### src/rtl/sm_ctrl_fsm.sv
// sm_ctrl_fsm: second-generation multicycle control FSM for the 16-bit simple RISC CPU.
// Drives datapath enables/selects, PC/IR/address registers and the memory command bus.
// Memory requests wait on mem_rdy with a WAIT_MAX cycle timeout (0 = wait forever).
// Optional feature: define SM_CTRL_PERF_EN to add the o_instret retired-fetch counter.
module sm_ctrl_fsm #(
    parameter int WAIT_MAX = 15
`ifdef SM_CTRL_PERF_EN
    ,parameter int CNT_W = 32
`endif
) (
    input  logic       clk,
    input  logic       reset,
    input  logic [2:0] i_opcode,
    input  logic [1:0] i_op,
    input  logic [2:0] i_cond,
    input  logic       i_Z,
    input  logic       i_N,
    input  logic       i_V,
    input  logic       i_mem_rdy,
    output logic       o_loada,
    output logic       o_loadb,
    output logic       o_loadc,
    output logic       o_loads,
    output logic       o_asel,
    output logic       o_bsel,
    output logic       o_write,
    output logic [3:0] o_nsel,
    output logic [3:0] o_vsel,
    output logic       o_load_ir,
    output logic       o_load_pc,
    output logic       o_reset_pc,
    output logic       o_load_addr,
    output logic       o_addr_sel,
    output logic [1:0] o_pc_sel,
    output logic [1:0] o_mem_cmd,
    output logic       o_halted,
    output logic       o_fault
`ifdef SM_CTRL_PERF_EN
    ,output logic [CNT_W-1:0] o_instret
`endif
);

    localparam int WCW = (WAIT_MAX < 2) ? 1 : $clog2(WAIT_MAX + 1);
    localparam logic [WCW-1:0] WAIT_LAST = (WAIT_MAX == 0) ? '0 : WCW'(WAIT_MAX - 1);

    typedef enum logic [4:0] {
        S_RST, S_IF_REQ, S_IF_LD, S_UPC, S_DEC,
        S_MOVI, S_GETA, S_GETB, S_ALU, S_WREG,
        S_MOV_B, S_MOV_C,
        S_LD_A, S_LD_ADD, S_LD_ADDR, S_LD_REQ, S_LD_WB,
        S_ST_A, S_ST_ADD, S_ST_ADDR, S_ST_C, S_ST_REQ,
        S_BR, S_BL, S_BX_B, S_BX_C, S_BX_PC, S_BLX,
        S_HALT, S_FAULT
    } state_t;

    typedef struct packed {
        logic       loada;
        logic       loadb;
        logic       loadc;
        logic       loads;
        logic       asel;
        logic       bsel;
        logic       write;
        logic [3:0] nsel;
        logic [3:0] vsel;
        logic       loadIr;
        logic       loadPc;
        logic       resetPc;
        logic       loadAddr;
        logic       addrSel;
        logic [1:0] pcSel;
        logic [1:0] memCmd;
        logic       halted;
        logic       fault;
    } ctrl_t;

    localparam logic [3:0] NSEL_R7 = 4'b1000;
    localparam logic [3:0] NSEL_RN = 4'b0100;
    localparam logic [3:0] NSEL_RD = 4'b0010;
    localparam logic [3:0] NSEL_RM = 4'b0001;
    localparam logic [3:0] VSEL_C  = 4'b0001;
    localparam logic [3:0] VSEL_PC = 4'b0010;
    localparam logic [3:0] VSEL_IM = 4'b0100;
    localparam logic [3:0] VSEL_MD = 4'b1000;
    localparam logic [1:0] PC_INC  = 2'b00;
    localparam logic [1:0] PC_REL  = 2'b01;
    localparam logic [1:0] PC_DP   = 2'b10;
    localparam logic [1:0] CMD_RD  = 2'b01;
    localparam logic [1:0] CMD_WR  = 2'b10;

    // Moore output word for each state; a taken branch only matters in S_BR
    function automatic ctrl_t stateOut(input state_t s, input logic taken);
        ctrl_t c;
        c = '0;
        case (s)
            S_RST:     begin c.resetPc = 1'b1; c.loadPc = 1'b1; end
            S_IF_REQ:  begin c.memCmd = CMD_RD; c.addrSel = 1'b1; end
            S_IF_LD:   begin c.loadIr = 1'b1; c.memCmd = CMD_RD; c.addrSel = 1'b1; end
            S_UPC:     begin c.loadPc = 1'b1; c.pcSel = PC_INC; end
            S_MOVI:    begin c.nsel = NSEL_RN; c.vsel = VSEL_IM; c.write = 1'b1; end
            S_GETA,
            S_LD_A,
            S_ST_A:    begin c.nsel = NSEL_RN; c.loada = 1'b1; end
            S_GETB,
            S_MOV_B:   begin c.nsel = NSEL_RM; c.loadb = 1'b1; end
            S_ALU:     begin c.loadc = 1'b1; c.loads = 1'b1; end
            S_WREG:    begin c.nsel = NSEL_RD; c.vsel = VSEL_C; c.write = 1'b1; end
            S_MOV_C,
            S_ST_C,
            S_BX_C:    begin c.asel = 1'b1; c.loadc = 1'b1; end
            S_LD_ADD,
            S_ST_ADD:  begin c.bsel = 1'b1; c.loadc = 1'b1; end
            S_LD_ADDR: begin c.loadAddr = 1'b1; end
            S_LD_REQ:  begin c.memCmd = CMD_RD; end
            S_LD_WB:   begin
                c.memCmd = CMD_RD;
                c.nsel   = NSEL_RD;
                c.vsel   = VSEL_MD;
                c.write  = 1'b1;
            end
            S_ST_ADDR: begin c.loadAddr = 1'b1; c.nsel = NSEL_RD; c.loadb = 1'b1; end
            S_ST_REQ:  begin c.memCmd = CMD_WR; end
            S_BR:      begin
                c.loadPc = taken;
                c.pcSel  = taken ? PC_REL : PC_INC;
            end
            S_BL:      begin
                c.nsel   = NSEL_R7;
                c.vsel   = VSEL_PC;
                c.write  = 1'b1;
                c.loadPc = 1'b1;
                c.pcSel  = PC_REL;
            end
            S_BX_B:    begin c.nsel = NSEL_RD; c.loadb = 1'b1; end
            S_BX_PC:   begin c.loadPc = 1'b1; c.pcSel = PC_DP; end
            S_BLX:     begin c.nsel = NSEL_R7; c.vsel = VSEL_PC; c.write = 1'b1; end
            S_HALT:    begin c.halted = 1'b1; end
            S_FAULT:   begin c.fault = 1'b1; end
            default:   ;
        endcase
        return c;
    endfunction

    state_t         r_state;
    ctrl_t          r_ctrl;
    logic [WCW-1:0] r_waitCnt;

    state_t         w_next;
    logic           w_condTrue;
    logic           w_condValid;
    logic           w_inReq;
    logic           w_timeout;

    assign w_inReq     = (r_state == S_IF_REQ) || (r_state == S_LD_REQ) || (r_state == S_ST_REQ);
    assign w_timeout   = (WAIT_MAX != 0) && (r_waitCnt == WAIT_LAST);
    assign w_condValid = (i_cond <= 3'd4);

    // Branch condition evaluation from the status flags
    always_comb begin
        w_condTrue = 1'b0;
        case (i_cond)
            3'b000:  w_condTrue = 1'b1;
            3'b001:  w_condTrue = i_Z;
            3'b010:  w_condTrue = ~i_Z;
            3'b011:  w_condTrue = i_N ^ i_V;
            3'b100:  w_condTrue = (i_N ^ i_V) | i_Z;
            default: w_condTrue = 1'b0;
        endcase
    end

    // Next-state selection, including decode and the memory wait/timeout
    always_comb begin
        w_next = r_state;
        case (r_state)
            S_RST:     w_next = S_IF_REQ;
            S_IF_REQ:  begin
                if (i_mem_rdy)      w_next = S_IF_LD;
                else if (w_timeout) w_next = S_FAULT;
            end
            S_IF_LD:   w_next = S_UPC;
            S_UPC:     w_next = S_DEC;
            S_DEC:     begin
                casez ({i_opcode, i_op})
                    5'b11010: w_next = S_MOVI;
                    5'b11000: w_next = S_MOV_B;
                    5'b101??: w_next = S_GETA;
                    5'b01100: w_next = S_LD_A;
                    5'b10000: w_next = S_ST_A;
                    5'b00100: w_next = S_BR;
                    5'b01011: w_next = S_BL;
                    5'b01000: w_next = S_BX_B;
                    5'b01010: w_next = S_BLX;
                    5'b111??: w_next = S_HALT;
                    default:  w_next = S_FAULT;
                endcase
            end
            S_MOVI:    w_next = S_IF_REQ;
            S_GETA:    w_next = S_GETB;
            S_GETB:    w_next = S_ALU;
            S_ALU:     w_next = (i_op == 2'b01) ? S_IF_REQ : S_WREG;
            S_WREG:    w_next = S_IF_REQ;
            S_MOV_B:   w_next = S_MOV_C;
            S_MOV_C:   w_next = S_WREG;
            S_LD_A:    w_next = S_LD_ADD;
            S_LD_ADD:  w_next = S_LD_ADDR;
            S_LD_ADDR: w_next = S_LD_REQ;
            S_LD_REQ:  begin
                if (i_mem_rdy)      w_next = S_LD_WB;
                else if (w_timeout) w_next = S_FAULT;
            end
            S_LD_WB:   w_next = S_IF_REQ;
            S_ST_A:    w_next = S_ST_ADD;
            S_ST_ADD:  w_next = S_ST_ADDR;
            S_ST_ADDR: w_next = S_ST_C;
            S_ST_C:    w_next = S_ST_REQ;
            S_ST_REQ:  begin
                if (i_mem_rdy)      w_next = S_IF_REQ;
                else if (w_timeout) w_next = S_FAULT;
            end
            S_BR:      w_next = w_condValid ? S_IF_REQ : S_FAULT;
            S_BL:      w_next = S_IF_REQ;
            S_BLX:     w_next = S_BX_B;
            S_BX_B:    w_next = S_BX_C;
            S_BX_C:    w_next = S_BX_PC;
            S_BX_PC:   w_next = S_IF_REQ;
            S_HALT:    w_next = S_HALT;
            S_FAULT:   w_next = S_FAULT;
            default:   w_next = S_FAULT;
        endcase
    end

    // State, registered Moore outputs and the memory wait counter
    always_ff @(posedge clk) begin
        if (reset) begin
            r_state   <= S_RST;
            r_ctrl    <= stateOut(S_RST, 1'b0);
            r_waitCnt <= '0;
        end else begin
            r_state <= w_next;
            r_ctrl  <= stateOut(w_next, w_condTrue);
            if (w_inReq && !i_mem_rdy && (w_next == r_state))
                r_waitCnt <= r_waitCnt + WCW'(1);
            else
                r_waitCnt <= '0;
        end
    end

    assign o_loada     = r_ctrl.loada;
    assign o_loadb     = r_ctrl.loadb;
    assign o_loadc     = r_ctrl.loadc;
    assign o_loads     = r_ctrl.loads;
    assign o_asel      = r_ctrl.asel;
    assign o_bsel      = r_ctrl.bsel;
    assign o_write     = r_ctrl.write;
    assign o_nsel      = r_ctrl.nsel;
    assign o_vsel      = r_ctrl.vsel;
    assign o_load_ir   = r_ctrl.loadIr;
    assign o_load_pc   = r_ctrl.loadPc;
    assign o_reset_pc  = r_ctrl.resetPc;
    assign o_load_addr = r_ctrl.loadAddr;
    assign o_addr_sel  = r_ctrl.addrSel;
    assign o_pc_sel    = r_ctrl.pcSel;
    assign o_mem_cmd   = r_ctrl.memCmd;
    assign o_halted    = r_ctrl.halted;
    assign o_fault     = r_ctrl.fault;

`ifdef SM_CTRL_PERF_EN
    logic [CNT_W-1:0] r_instret;

    // Count one instruction each time the PC is advanced past a fetch
    always_ff @(posedge clk) begin
        if (reset)
            r_instret <= '0;
        else if (r_state == S_UPC)
            r_instret <= r_instret + CNT_W'(1);
    end

    assign o_instret = r_instret;
`else
`endif

endmodule

### config.mk
export PLATFORM = sky130hd
export DESIGN_NAME = sm_ctrl_fsm
export DESIGN_NICKNAME = d
export VERILOG_FILES = /design/src/rtl/sm_ctrl_fsm.sv
export SDC_FILE = /design/constraint.sdc
export NUM_CORES = 1
export LEC_CHECK = 0
export BUFFER_PORTS_ARGS = -buffer_cell sky130_fd_sc_hd__buf_2
export CAP_MARGIN = 20
export CORE_ASPECT_RATIO = 0.5
export CORE_MARGIN = 2
export CORE_UTILIZATION = 40
export DETAILED_ROUTE_END_ITERATION = 7
export PLACE_DENSITY = 0.64
export SLEW_MARGIN = 10
export SYNTH_ARGS = -nofsm -noshare
export SYNTH_HDL_FRONTEND = slang
export SYNTH_SLANG_ARGS = --single-unit
### constraint.sdc
create_clock -name clk -period 7.7 [get_ports clk]
set_input_delay 2.31 -clock clk [delete_from_list [all_inputs] [get_ports clk]]
set_output_delay 2.31 -clock clk [all_outputs]
set_load 0.02 [all_outputs]
# Word-level counts from Yosys, hierarchy flattened
# Cells that the tools add are included.
# word_totals
elab_cells,151
output_inout_bits,26
reg_bits,35
# op_classes
n_bitwise,4
eq_ne,73
reduce_logical,24
addsub,1
n_lt_le_gt_ge,1
n_mux,28
# ops
op,n
5-bit equality test (second input constant),30
5-bit case mux with 24 select lines,1
5-bit by 4-bit equality test with 1-bit output (second input constant),20
5-bit case mux with 10 select lines,1
5-bit by 3-bit equality test with 1-bit output (second input constant),8
4-bit case mux with 4 select lines,2
5-bit 2-to-1 mux,5
5-bit by 2-bit equality test with 1-bit output (second input constant),4
4-bit OR reduction,5
1-bit 2-to-1 mux,14
2-bit OR reduction,6
6-bit OR reduction,2
5-bit by 1-bit equality test with 1-bit output (second input constant),2
5-bit zero test,2
3-bit equality test (second input constant),3
3-bit by 2-bit equality test with 1-bit output (second input constant),2
2-bit case mux with 3 select lines,1
3-bit OR reduction,2
5-bit equality test,1
1-bit case mux with 5 select lines,1
5-bit OR reduction,1
4-bit by 1-bit adder with 4-bit output (second input constant),1
4-bit equality test (second input constant),1
4-bit 2-to-1 mux,1
other kinds (12),15

# Longest topological paths before layout
# depth
ltp_word,8
mapped_depth,10

# Worst setup path after synthesis
# No wires, ideal clock.
# synth_path
kind,input to register
start,in i_op[0]
end,"reg r_ctrl, in the netlist o_load_pc"
t_arrival_ns,4.143
path_slack_ns,3.435
stages,9
setup_ns,0.122
path_cell_list,clkbuf_1 > nor2_1 > o21ai_0 > and3_1 > nor4_1 > clkbuf_1 > o221a_2 > o22ai_1 > a221o_1
# synth_between
elab_chain_cells,6
elab_cells_between_ends,19
# synth_lines
element,line_no,text
"start, declared",14,"input logic [1:0] i_op,"
"5-bit by 4-bit equality test with 1-bit output, or another cell as far along",183,"casez ({i_opcode, i_op})"
5-bit case mux with 10 select lines or 4-bit 2-to-1 mux (tied branches),"183, 200",
5-bit case mux with 24 select lines (*),174,case (r_state)
"5-bit equality test, or another cell as far along",95,case (s)
4-bit OR reduction (no line),-,
1-bit case mux with 2 select lines (*),95,
"end signal, assigned",236,"r_ctrl <= stateOut(S_RST, 1'b0);"
"end signal, assigned",240,"r_ctrl <= stateOut(w_next, w_condTrue);"
"end, declared",145,ctrl_t r_ctrl;
# Every way passes the cells marked *; elsewhere a longest branch is shown, timed or not.
# A chain may end at the register's enable or synchronous reset.

# Final worst setup path
# layout_path
start,in i_cond[1]
end,"reg r_ctrl, in the netlist o_loadc"
# layout_between
elab_chain_cells,6
elab_cells_between_ends,11
# layout_lines
element,line_no,text
"start, declared",15,"input logic [2:0] i_cond,"
3-bit <= comparator (*),156,assign w_condValid = (i_cond <= 3'd4);
5-bit 2-to-1 mux (*),220,S_BR: w_next = w_condValid ? S_IF_REQ : S_FAULT;
5-bit case mux with 24 select lines (*),174,
5-bit by 4-bit equality test with 1-bit output or 5-bit equality test (tied branches),95,
6-bit OR reduction (no line) (*),-,
1-bit 2-to-1 mux (*),95,
# Marked as above.

==> results.sh <==
export IMPL_synth_edff_count=0
export IMPL_tns_ps=0
export IMPL_clock_sinks=35
export IMPL_dpl_instance_area_um2=2120
export IMPL_antennaDiodeCount=0
export IMPL_fmax_mhz=227
export IMPL_r2r_start="r_state[0]$_SDFF_PP0_"
export IMPL_synth_seq_cells=35
export IMPL_holdWs_ps=468
export IMPL_io_pins=40
export IMPL_min_to="r_waitCnt[0]$_SDFF_PP0_"
export IMPL_min_period_ps=4400
export IMPL_leakage_nw=0.927
export IMPL_cap_viol_max_count=0
export IMPL_cp_slowest_cell="a222oi_1"
export IMPL_htree_num_levels=2
export IMPL_clk_pin_slew_ps=70
export IMPL_drcViolationCount=0
export IMPL_r2r_cells=8
export IMPL_avgSynthCellArea_um2=8.11
export IMPL_wl_um=4780
export IMPL_worstHoldStart="r_waitCnt[0]$_SDFF_PP0_"
export IMPL_required_ps=7870
export IMPL_slew_violations=0
export IMPL_die_h_um=52.8
export IMPL_synth_area_um2=1910
export IMPL_routedWlPerCell_um=14.3
export IMPL_yosys_most_used_dff="dfxtp_1"
export IMPL_die_w_um=102
export IMPL_antenna_found_initial=0
export IMPL_setup_violations=0
export IMPL_cts_buffers=5
export IMPL_synthCells=235
export IMPL_grt_max_degree=21
export IMPL_yosysSeqAreaShare=0.367
export IMPL_timing_critical_path_from="i_cond[1]"
export IMPL_grt_pass1_wl_um=7600
export IMPL_slew_headroom=0.542
export IMPL_drt_iter0_drc=128
export IMPL_yosysWarnings=0
export IMPL_worstMarginPinSlew_ps=670
export IMPL_row_count=17
export IMPL_initial_utilization=0.425
export IMPL_worst_path_largest_cell_delay_ps=550
export IMPL_dieArea_um2=5370
export IMPL_post_cts_buffers=0
export IMPL_max_clock_path_buffers=2
export IMPL_netlist_area_leader_share=0.367
export IMPL_port_buffers=39
export IMPL_worstSetupStartpointType="primary input"
export IMPL_first_global_vias=1514
export IMPL_gp_congestion=0.936
export IMPL_clock_skew_ps=7.44
export IMPL_hpwl_um=3490
export IMPL_ir_worst_vdd_v=0.0000910
export IMPL_cts_hold_buffers=0
export IMPL_fillers=435
export IMPL_drt_pass1_iter_count=5
export IMPL_final_common_cell="buf_2"
export IMPL_stdcell_area_um2=2240
export IMPL_cp_arrival_ps=4570
export IMPL_finalCritPeriodShare=0.572
export IMPL_cts_resized=0
export IMPL_synth_distinct_cells=58
export IMPL_vias=1824
export IMPL_cp_end_kind="register"
export IMPL_grt_overflow_total=0
export IMPL_clock_root_buffer="clkbuf_8"
export IMPL_drive_above_1_share=0.224
export IMPL_layout_common_cells="buf_2 (40), nor2_1 (36), dfxtp_1 (35)"
export IMPL_synth_nets=251
export IMPL_fin_nets=283
export IMPL_clock_latency_ps=280
export IMPL_post_route_util=0.499
export IMPL_power_density_nw_per_um2=194
export IMPL_status="finished clean"
export IMPL_async_reset_ff_frac=0
export IMPL_critPathKind="in2reg"
export IMPL_hp_class="reg2reg"
export IMPL_track_usage=0.188
export IMPL_ys_top_cells_by_area="dfxtp_1 (37%), nor2_1 (7.1%), o21ai_0 (3.9%)"
export IMPL_synth_largest_area_cell="dfxtp_1"
export IMPL_reg2reg_to="o_loadc$_SDFF_PP0_"
export IMPL_crit_top_cell="buf_2"
export IMPL_via_per_inst=5.46
export IMPL_cp_max_fo=8
export IMPL_hold_viol_final=0
export IMPL_ant_nets=0
export IMPL_core_um2=4490
export IMPL_worstHoldPathCells=1
export IMPL_cts_tree="done"
export IMPL_rsz0062_at_grt="false"
export IMPL_crit_chain="buf_2 -> o21ai_0 -> a41oi_1 -> a222oi_1 -> buf_2 -> inv_1 -> xnor2_1 -> a31o_2 -> or3_1"
export IMPL_syn2layout_area_growth_pct=17.5
export IMPL_r2r_setup_slack_ps=4570
-- per-stage QoR --
stage	setup slack [ps]	total power, mW	cells
2_1_floorplan	3440	0.254	235
3_3_place_gp	2750	0.277	325
3_5_place_dp	2630	0.277	325
4_1_cts	2920	0.439	333
5_1_grt	3140	0.457	334
6_report	3300	0.435	334
-- flip-flops by register name, summed over array words and instances, names as in the netlist, 2 cells and up --
register and count:
r_state 5, o_nsel 4, o_vsel 4, r_waitCnt 4, o_mem_cmd 2, o_pc_sel 2
-- routing by layer --
layer / share of wire / vias up / global-route usage
met4: 0.010 / 0 / 0.0541
met2: 0.41 / 72 / 0.270
met3: 0.086 / 5 / 0.0480
li1: - / 921 / -
met1: 0.49 / 826 / 0.275
met5: 0 / - / 0
-- kinds of logic (layout without fill, tap and decap cells) --
family | count (synthesis) | count (layout) | synth area share
and+or+nand+nor | 100 | 100 | 0.275
AOI/OAI and AO/OA | 64 | 64 | 0.253
DFF | 35 | 35 | 0.367
buffers and inverters | 27 | 60 | 0.0597
xor gates and xnor gates | 7 | 7 | 0.0322
adders and majority gates | 2 | 2 | 0.0131
-- worst max-delay path, delay by kind of cell --
kind	cells	cell delay, ps
compound gates	4	1280
xor+xnor	1	150
buf+inv	3	500
simple gates	1	330
-- synthesized netlist by cell type (2+ instances only) --
master and n:
a31oi_1 4, a21oi_1 8, dfxtp_1 35, a2111oi_0 3, xor2_1 2, buf_2 4, nor3_1 4, or2_2 2
ha_1 2, and3_1 3, o221a_2 2, clkbuf_1 12, o2111ai_1 2, nand3b_1 2, nor3b_1 3, inv_1 10
and2_1 2, a221oi_1 2, nor4b_1 2, nand3_1 6, xnor2_1 5, or3_1 2, o221ai_1 2, nor2b_1 7
a2bb2oi_1 2, nor2_1 36, nand2b_1 5, nand2_1 14, o21ai_0 15, a222oi_1 2, o22ai_1 6, nor4_1 3
-- where the power goes --
part | switching (mW) | total (mW) | internal (mW)
Combinational | 0.0503 | 0.0799 | 0.0297
Sequential | 0.00866 | 0.195 | 0.187
Clock | 0.0638 | 0.160 | 0.0963
-- area by class of cell --
class / instances / area, um2 / area share
sequential: 35 / 701 / 0.313
tap: 66 / 82.6 / 0.0369
timing repair buffer: 42 / 215 / 0.0960
clock buffer: 5 / 68.8 / 0.0307
clock inverter: 3 / 43.8 / 0.0195
multi-input combinational: 173 / 1090 / 0.487
inverter: 10 / 37.5 / 0.0168
-- worst max path at each step --
stage | slack [ps] | end
after floorplan | 3440 | o_load_pc$_SDFF_PP1_
after global placement | 2750 | o_loadc$_SDFF_PP0_
after detailed placement | 2630 | o_loadc$_SDFF_PP0_
after CTS | 2920 | o_loadc$_SDFF_PP0_
after global routing | 3140 | o_loadc$_SDFF_PP0_
final | 3300 | o_loadc$_SDFF_PP0_
Power figures use the tool's default switching activity.
